`config.mk`:
```
export PLATFORM = sky130hd
export DESIGN_NAME = temp_sensor_spi_reader
export DESIGN_NICKNAME = d
export VERILOG_FILES = /design/src/rtl/temp_sensor_spi_reader.sv
export SDC_FILE = /design/constraint.sdc
export NUM_CORES = 1
export LEC_CHECK = 0
export BUFFER_PORTS_ARGS = -buffer_cell sky130_fd_sc_hd__buf_2
export CORE_MARGIN = 1.5
export CORE_UTILIZATION = 50
export DETAILED_ROUTE_END_ITERATION = 8
export PLACE_DENSITY = 0.71
export SYNTH_ARGS = -nofsm -noshare
export SYNTH_HDL_FRONTEND = slang
export SYNTH_SLANG_ARGS = --single-unit
export TNS_END_PERCENT = 100
```
`constraint.sdc`:
```
create_clock -name clk_in -period 2.14 [get_ports clk_in]
set_input_delay 0 -clock clk_in [delete_from_list [all_inputs] [get_ports clk_in]]
set_output_delay 0 -clock clk_in [all_outputs]
set_load 0.1 [all_outputs]
```
`src/rtl/temp_sensor_spi_reader.sv`:
```
// SPI master: reads one 16-bit MAX6675-style frame and decodes it into temperature and fault flags.
// data_valid arrives 2*CS_GUARD + 32*SCK_HALF + 1 cycles after start; start is ignored while busy.
module temp_sensor_spi_reader #(
   parameter int SCK_HALF = 50,
   parameter int CS_GUARD = 10
) (
   input  logic        clk_in,
   input  logic        rst_n,
   input  logic        start,
   input  logic        miso,
   output logic        cs_n,
   output logic        sck,
   output logic        busy,
   output logic        data_valid,
   output logic [11:0] temp_raw,
   output logic [9:0]  temp_int,
   output logic        open_fault,
   output logic        frame_error
);
   localparam int HW = $clog2(SCK_HALF);
   localparam int GW = (CS_GUARD > 1) ? $clog2(CS_GUARD) : 1;
   localparam logic [HW-1:0] HALF_LAST  = HW'(SCK_HALF - 1);
   localparam logic [GW-1:0] GUARD_LAST = GW'(CS_GUARD - 1);

   typedef enum logic [2:0] {IDLE, SETUP, SHIFT, HOLD, DONE} state_t;

   state_t          state_q, state_d;
   logic [HW-1:0]   half_q, half_d;
   logic            phase_q, phase_d;
   logic [4:0]      bit_q, bit_d;
   logic [GW-1:0]   guard_q, guard_d;
   logic [15:0]     shift_q, shift_d;
   logic            miso_meta, miso_sync;

   always_ff @(posedge clk_in or negedge rst_n) begin
      if (!rst_n) begin
         state_q     <= IDLE;
         half_q      <= '0;
         phase_q     <= 1'b0;
         bit_q       <= '0;
         guard_q     <= '0;
         shift_q     <= '0;
         miso_meta   <= 1'b0;
         miso_sync   <= 1'b0;
         data_valid  <= 1'b0;
         temp_raw    <= '0;
         temp_int    <= '0;
         open_fault  <= 1'b0;
         frame_error <= 1'b0;
      end else begin
         state_q    <= state_d;
         half_q     <= half_d;
         phase_q    <= phase_d;
         bit_q      <= bit_d;
         guard_q    <= guard_d;
         shift_q    <= shift_d;
         miso_meta  <= miso;
         miso_sync  <= miso_meta;
         data_valid <= (state_q == DONE);
         if (state_q == DONE) begin
            temp_raw    <= shift_q[14:3];
            temp_int    <= shift_q[14:5];
            open_fault  <= shift_q[2];
            frame_error <= shift_q[15];
         end
      end
   end

   always_comb begin
      state_d = state_q;
      half_d  = half_q;
      phase_d = phase_q;
      bit_d   = bit_q;
      guard_d = guard_q;
      shift_d = shift_q;
      unique case (state_q)
         IDLE: begin
            if (start) begin
               state_d = SETUP;
               guard_d = '0;
            end
         end
         SETUP: begin
            if (guard_q == GUARD_LAST) begin
               state_d = SHIFT;
               guard_d = '0;
               half_d  = '0;
               phase_d = 1'b0;
               bit_d   = '0;
            end else begin
               guard_d = guard_q + 1'b1;
            end
         end
         SHIFT: begin
            if (half_q != HALF_LAST) begin
               half_d = half_q + 1'b1;
            end else begin
               half_d  = '0;
               phase_d = ~phase_q;
               // End of the high phase: capture the bit, then sck falls.
               if (phase_q) begin
                  shift_d = {shift_q[14:0], miso_sync};
                  bit_d   = bit_q + 5'd1;
                  if (bit_d == 5'd16) begin
                     state_d = HOLD;
                     guard_d = '0;
                  end
               end
            end
         end
         HOLD: begin
            if (guard_q == GUARD_LAST) begin
               state_d = DONE;
               guard_d = '0;
            end else begin
               guard_d = guard_q + 1'b1;
            end
         end
         DONE:    state_d = IDLE;
         default: state_d = IDLE;
      endcase
   end

   // Decoded from the state register so reset forces them immediately.
   assign cs_n = (state_q == IDLE);
   assign busy = (state_q != IDLE);
   assign sck  = (state_q == SHIFT) && phase_q;

endmodule

```
## Word level (Yosys, flattened, before mapping)

Cells that the tools add are included.

- Register bits: 62
- Input port bits: 4
- Output and inout bits: 28
- Logic and storage cells: 66

- Add/sub/neg operators: 3
- Eq/ne operators: 13
- Multiplexer cells: 23
- Bitwise operators: 2
- Reductions and logical operators: 12

Operators by type and width:

| kind | number |
|---|---|
| two-way mux 4 bit | 5 |
| two-way mux 3 bit | 6 |
| two-way mux 5 bit | 3 |
| two-way mux 6 bit | 2 |
| inequality test 2 bit, second input constant | 6 |
| case mux 3 bit (4 select lines) | 1 |
| case mux 4 bit (3 select lines) | 1 |
| case mux 6 bit (2 select lines) | 1 |
| case mux 5 bit (2 select lines) | 1 |
| adder 6 x 1 -> 6 bit, second input constant | 1 |
| == test 3 x 2 -> 1 bit, second input constant | 2 |
| inequality test 6 bit, second input constant | 1 |
| AND reduction 3 bit | 2 |
| AND reduction 6 bit | 1 |
| nonzero test 3 bit | 2 |
| adder 5 x 1 -> 5 bit, second input constant | 1 |
| == test 5 bit, second input constant | 1 |
| AND reduction 5 bit | 1 |
| adder 4 x 1 -> 4 bit, second input constant | 1 |
| == test 4 bit, second input constant | 1 |
| AND reduction 4 bit | 1 |
| == test 3 x 1 -> 1 bit, second input constant | 1 |
| == test 3 bit, second input constant | 1 |
| zero test 3 bit | 1 |
| other kinds (7) | 9 |

## Longest topological paths before layout

- Depth after elaboration: 6
- Gate-level depth with buffers: 9
- Depth with buffers taken out: 7

## Least setup slack after synthesis

Ideal clock, no wire load.

- Path kind: reg-to-output
- Start: reg state_q[0]
- End: out sck
- Arrival time: 2.685 ns
- Data required time: 2.140 ns
- Slack: -0.545 ns
- Stages on the path, launching flop included: 4
- Path buffers: 1
- Cells stage by stage: dfrtp_1 -> buf_4 -> nand2b_4 -> nor3_1

- Word-level cells in the longest chain between the ends: 2

Ends and longest elaborated chain:

| element | line | source |
|---|---|---|
| start: declaration | 27 | `state_t state_q, state_d;` |
| start signal: assignment | 51 | `state_q <= state_d;` |
| == test 3 x 2 -> 1 bit | 127 | `assign sck = (state_q == SHIFT) && phase_q;` |
| logical AND 1 bit | 127 |  |
| end: declaration | 12 | `output logic sck,` |

No other way between the ends.

## Worst setup path in the final report

- Start: reg bit_q[0]
- End: reg guard_q[3]

- Word-level cells in the longest chain between the ends: 4

Ends and longest elaborated chain:

| element | line | source |
|---|---|---|
| start: declaration | 30 | `logic [4:0] bit_q, bit_d;` |
| start signal: assignment | 54 | `bit_q <= bit_d;` |
| adder 5 x 1 -> 5 bit | 103 | `bit_d = bit_q + 5'd1;` |
| == test 5 bit | 104 | `if (bit_d == 5'd16) begin` |
| inequality test 2 bit (no line) | n/a |  |
| AND reduction 5 bit (no line) | n/a |  |
| end signal: assignment | 55 | `guard_q <= guard_d;` |
| end: declaration | 31 | `logic [GW-1:0] guard_q, guard_d;` |

No other way between the ends.
A chain may end at the register's enable or synchronous reset.

==> impl_metrics.json <==
{
  "yosysTopAreaCellShare_pct": 53.8,
  "worst-path-max-fanout": 5,
  "io_buffers": 31,
  "timing.rr.start": "bit_q[0]$_DFFE_PN0P_",
  "cellPowerDensity_nw_per_um2": 596,
  "antenna_left": 0,
  "rrSetupSlack_ns": 0.30,
  "wire_per_inst_um": 13.2,
  "dpl.hpwl_um": 2420,
  "routed_via_density": 5.20,
  "r2r_cells": 6,
  "core-area_um2": 4690,
  "p_leak_nw": 1.33,
  "post-route-period-util_pct": 85.9,
  "drt_iter0_markers": 60,
  "grt_pass1_vias": 1288,
  "whs_ns": 0.327,
  "cts_buffer_depth": 2,
  "r2r-end": "guard_q[3]$_DFFE_PN0P_",
  "vias": 1400,
  "fillers": 397,
  "gr-usage-all-layers_pct": 14.7,
  "numCtsBuffers": 5,
  "synthDistinctLibCells": 41,
  "fin_tns_setup_ns": 0,
  "peakVddDrop_v": 0.000304,
  "grt_pass1_wl_um": 5960,
  "clock_latency_ns": 0.31,
  "synth_top_area_cell": "dfrtp_1",
  "final-setup-viol-count": 0,
  "worstSetupEndpointType": "flop",
  "cts_hold_buf": 2,
  "min_period_ns": 1.84,
  "setup.worst_path.class": "flop to flop",
  "place_area_um2": 2530,
  "grt_max_degree": 53,
  "tritoncts": "done",
  "start_util_pct": 51.6,
  "cts.sinks": 52,
  "hold_violations": 0,
  "die_h_um": 72.6,
  "syn_avg_cell_area_um2": 12.9,
  "antenna_found_initial": 0,
  "synth-edff-count": 0,
  "syn2layout_area_growth_pct": 9.46,
  "tightest_slew_ns": 0.634,
  "synth_flop_cell": "dfrtp_1",
  "start_kind": "flop",
  "ys_warn_count": 0,
  "path_clk_slew_ns": 0.10,
  "max_slew_margin_pct": 57.3,
  "dr.pass1.iters": 4,
  "design.die.area_um2": 5270,
  "io_pins": 32,
  "post_cts_buffers": 0,
  "status": "completed",
  "fin_nets": 224,
  "ys_top_cells_by_area": "dfrtp_1 (54%), mux2_4 (8.7%), mux2_2 (7.4%), buf_4 (4.0%), ha_1 (3.1%)",
  "rows": 25,
  "synth_common_cells": "dfrtp_1 (52), mux2_2 (16), mux2_4 (14), buf_4 (13)",
  "worstPathArrival_ns": 2.03,
  "yosysMostFrequentCell": "dfrtp_1",
  "worstPathRequired_ns": 2.33,
  "drc": 0,
  "path_cells": "ha_1, nand3_2, xor2_1, nor4b_2, o211ai_2, a211o_1",
  "die_w_um": 72.6,
  "ys_seq_elements": 52,
  "grt-ovfl-total": 0,
  "synth_nets": 197,
  "ff_latch_area_um2": 1300,
  "num_antenna_cells": 0,
  "ys_async_sr_fraction_pct": 100,
  "clock_skew_ns": 0.00772,
  "cts_root_buffer": "clkbuf_8",
  "syn_inst": 187,
  "drive_gt1_share_pct": 38.6,
  "gp_congestion": 0.814,
  "seq_area_frac_synth_pct": 53.8,
  "syn_area_um2": 2420,
  "multi_input_area_um2": 947,
  "cts-resized-gates": 0,
  "drv_cap": 0,
  "cpMaxStageDelayCell": "dfrtp_1",
  "final_area_um2": 2650,
  "worstHoldPathType": "input port to asynchronous set/reset pin",
  "cts-htree-levels": 2,
  "slowest_delay_ns": 0.42,
  "fmax_ghz": 0.544,
  "wl_um": 3540,
  "rsz0062_at_grt": "no",
  "report.final.slew_viol_count": 0
}
## stage by stage
| stage | total power [mW] | std cells | utilization [%] | setup WS, ns |
|---|---|---|---|---|
| 4_1_cts | 1.60 | 269 | 56.5 | 0.279 |
| 3_5_place_dp | 1.03 | 259 | 54.0 | 0.296 |
| 2_1_floorplan | 1.00 | 187 | - | 0.0628 |
| 3_3_place_gp | 1.03 | 259 | 54.0 | 0.368 |
| 5_1_grt | 1.64 | 269 | 56.5 | 0.160 |
| 6_report | 1.58 | 269 | 56.5 | 0.303 |
## final cells by class
| type | count | share of cell area, % |
|---|---|---|
| multi-input combinational | 109 | 35.8 |
| clock inverter | 3 | 0.945 |
| timing repair buffer | 37 | 7.75 |
| inverter | 9 | 1.28 |
| clock buffer | 5 | 2.60 |
| sequential | 52 | 49.1 |
| tap | 54 | 2.55 |
## critical path: cells and delay by family (launching register included)
kind            cells  cell delay (ns)
compound gates      2             0.48
xor+xnor            1             0.16
flops               1             0.42
simple gates        2             0.40
fa+ha+maj           1             0.27
## power by group
part	total [mW]	switching [mW]	internal (mW)
combinational	0.0243	0.0186	0.00568
clock	0.569	0.331	0.239
sequential	0.984	0.000377	0.984
## metal layers
metal  up-vias  GRT usage, %  part of all wire [%]
met5         -             0                     0
met4         0          6.29                   1.4
met3         4          3.75                   3.2
met2        26          21.9                    45
met1       674          20.4                    51
li1        696             -                     -
## registers in the layout, summed over array words and instances (netlist names), 3 cells and up
signal	cells
guard_q	4
bit_q	5
half_q	6
state_q	3
temp_raw	12
shift_q	16
## logic make-up (layout without fill, tap and decap cells)
logic type | after synthesis | after routing | synth area share (%)
adder cells (fa/ha/maj) | 6 | 6 | 3.10
flip-flops | 52 | 52 | 53.8
buffers and inverters | 26 | 54 | 7.29
AND/OR/NAND/NOR | 38 | 38 | 9.46
AO/OA/AOI/OAI | 30 | 30 | 8.43
multiplexers | 30 | 30 | 16.1
XOR/XNOR | 5 | 5 | 1.81
## worst max path at each step
stage,cells past startpoint,slack (ns),end,startpoint
2_1_floorplan,3,0.06,cs_n,state_q[1]$_DFFE_PN0P_
3_3_place_gp,6,0.37,guard_q[3]$_DFFE_PN0P_,bit_q[0]$_DFFE_PN0P_
3_5_place_dp,6,0.30,guard_q[3]$_DFFE_PN0P_,bit_q[0]$_DFFE_PN0P_
4_1_cts,6,0.28,guard_q[3]$_DFFE_PN0P_,bit_q[0]$_DFFE_PN0P_
5_1_grt,6,0.16,guard_q[3]$_DFFE_PN0P_,bit_q[0]$_DFFE_PN0P_
6_report,6,0.30,guard_q[3]$_DFFE_PN0P_,bit_q[0]$_DFFE_PN0P_
## placed cells by master, fill, tap and decap left out, drive strengths merged, types with 3 or more instances in the layout
cell type,synthesis,final
dfrtp,52,52
buf,17,35
mux2,30,30
o21ai,12,12
inv,9,11
nand2,8,8
nand3,7,7
ha,6,6
nor2,6,6
clkbuf,0,5
a21o,4,4
xor2,3,3
nor3b,3,3
nor3,3,3
a21oi,3,3
Note: power is estimated with default switching activity, not from simulation.
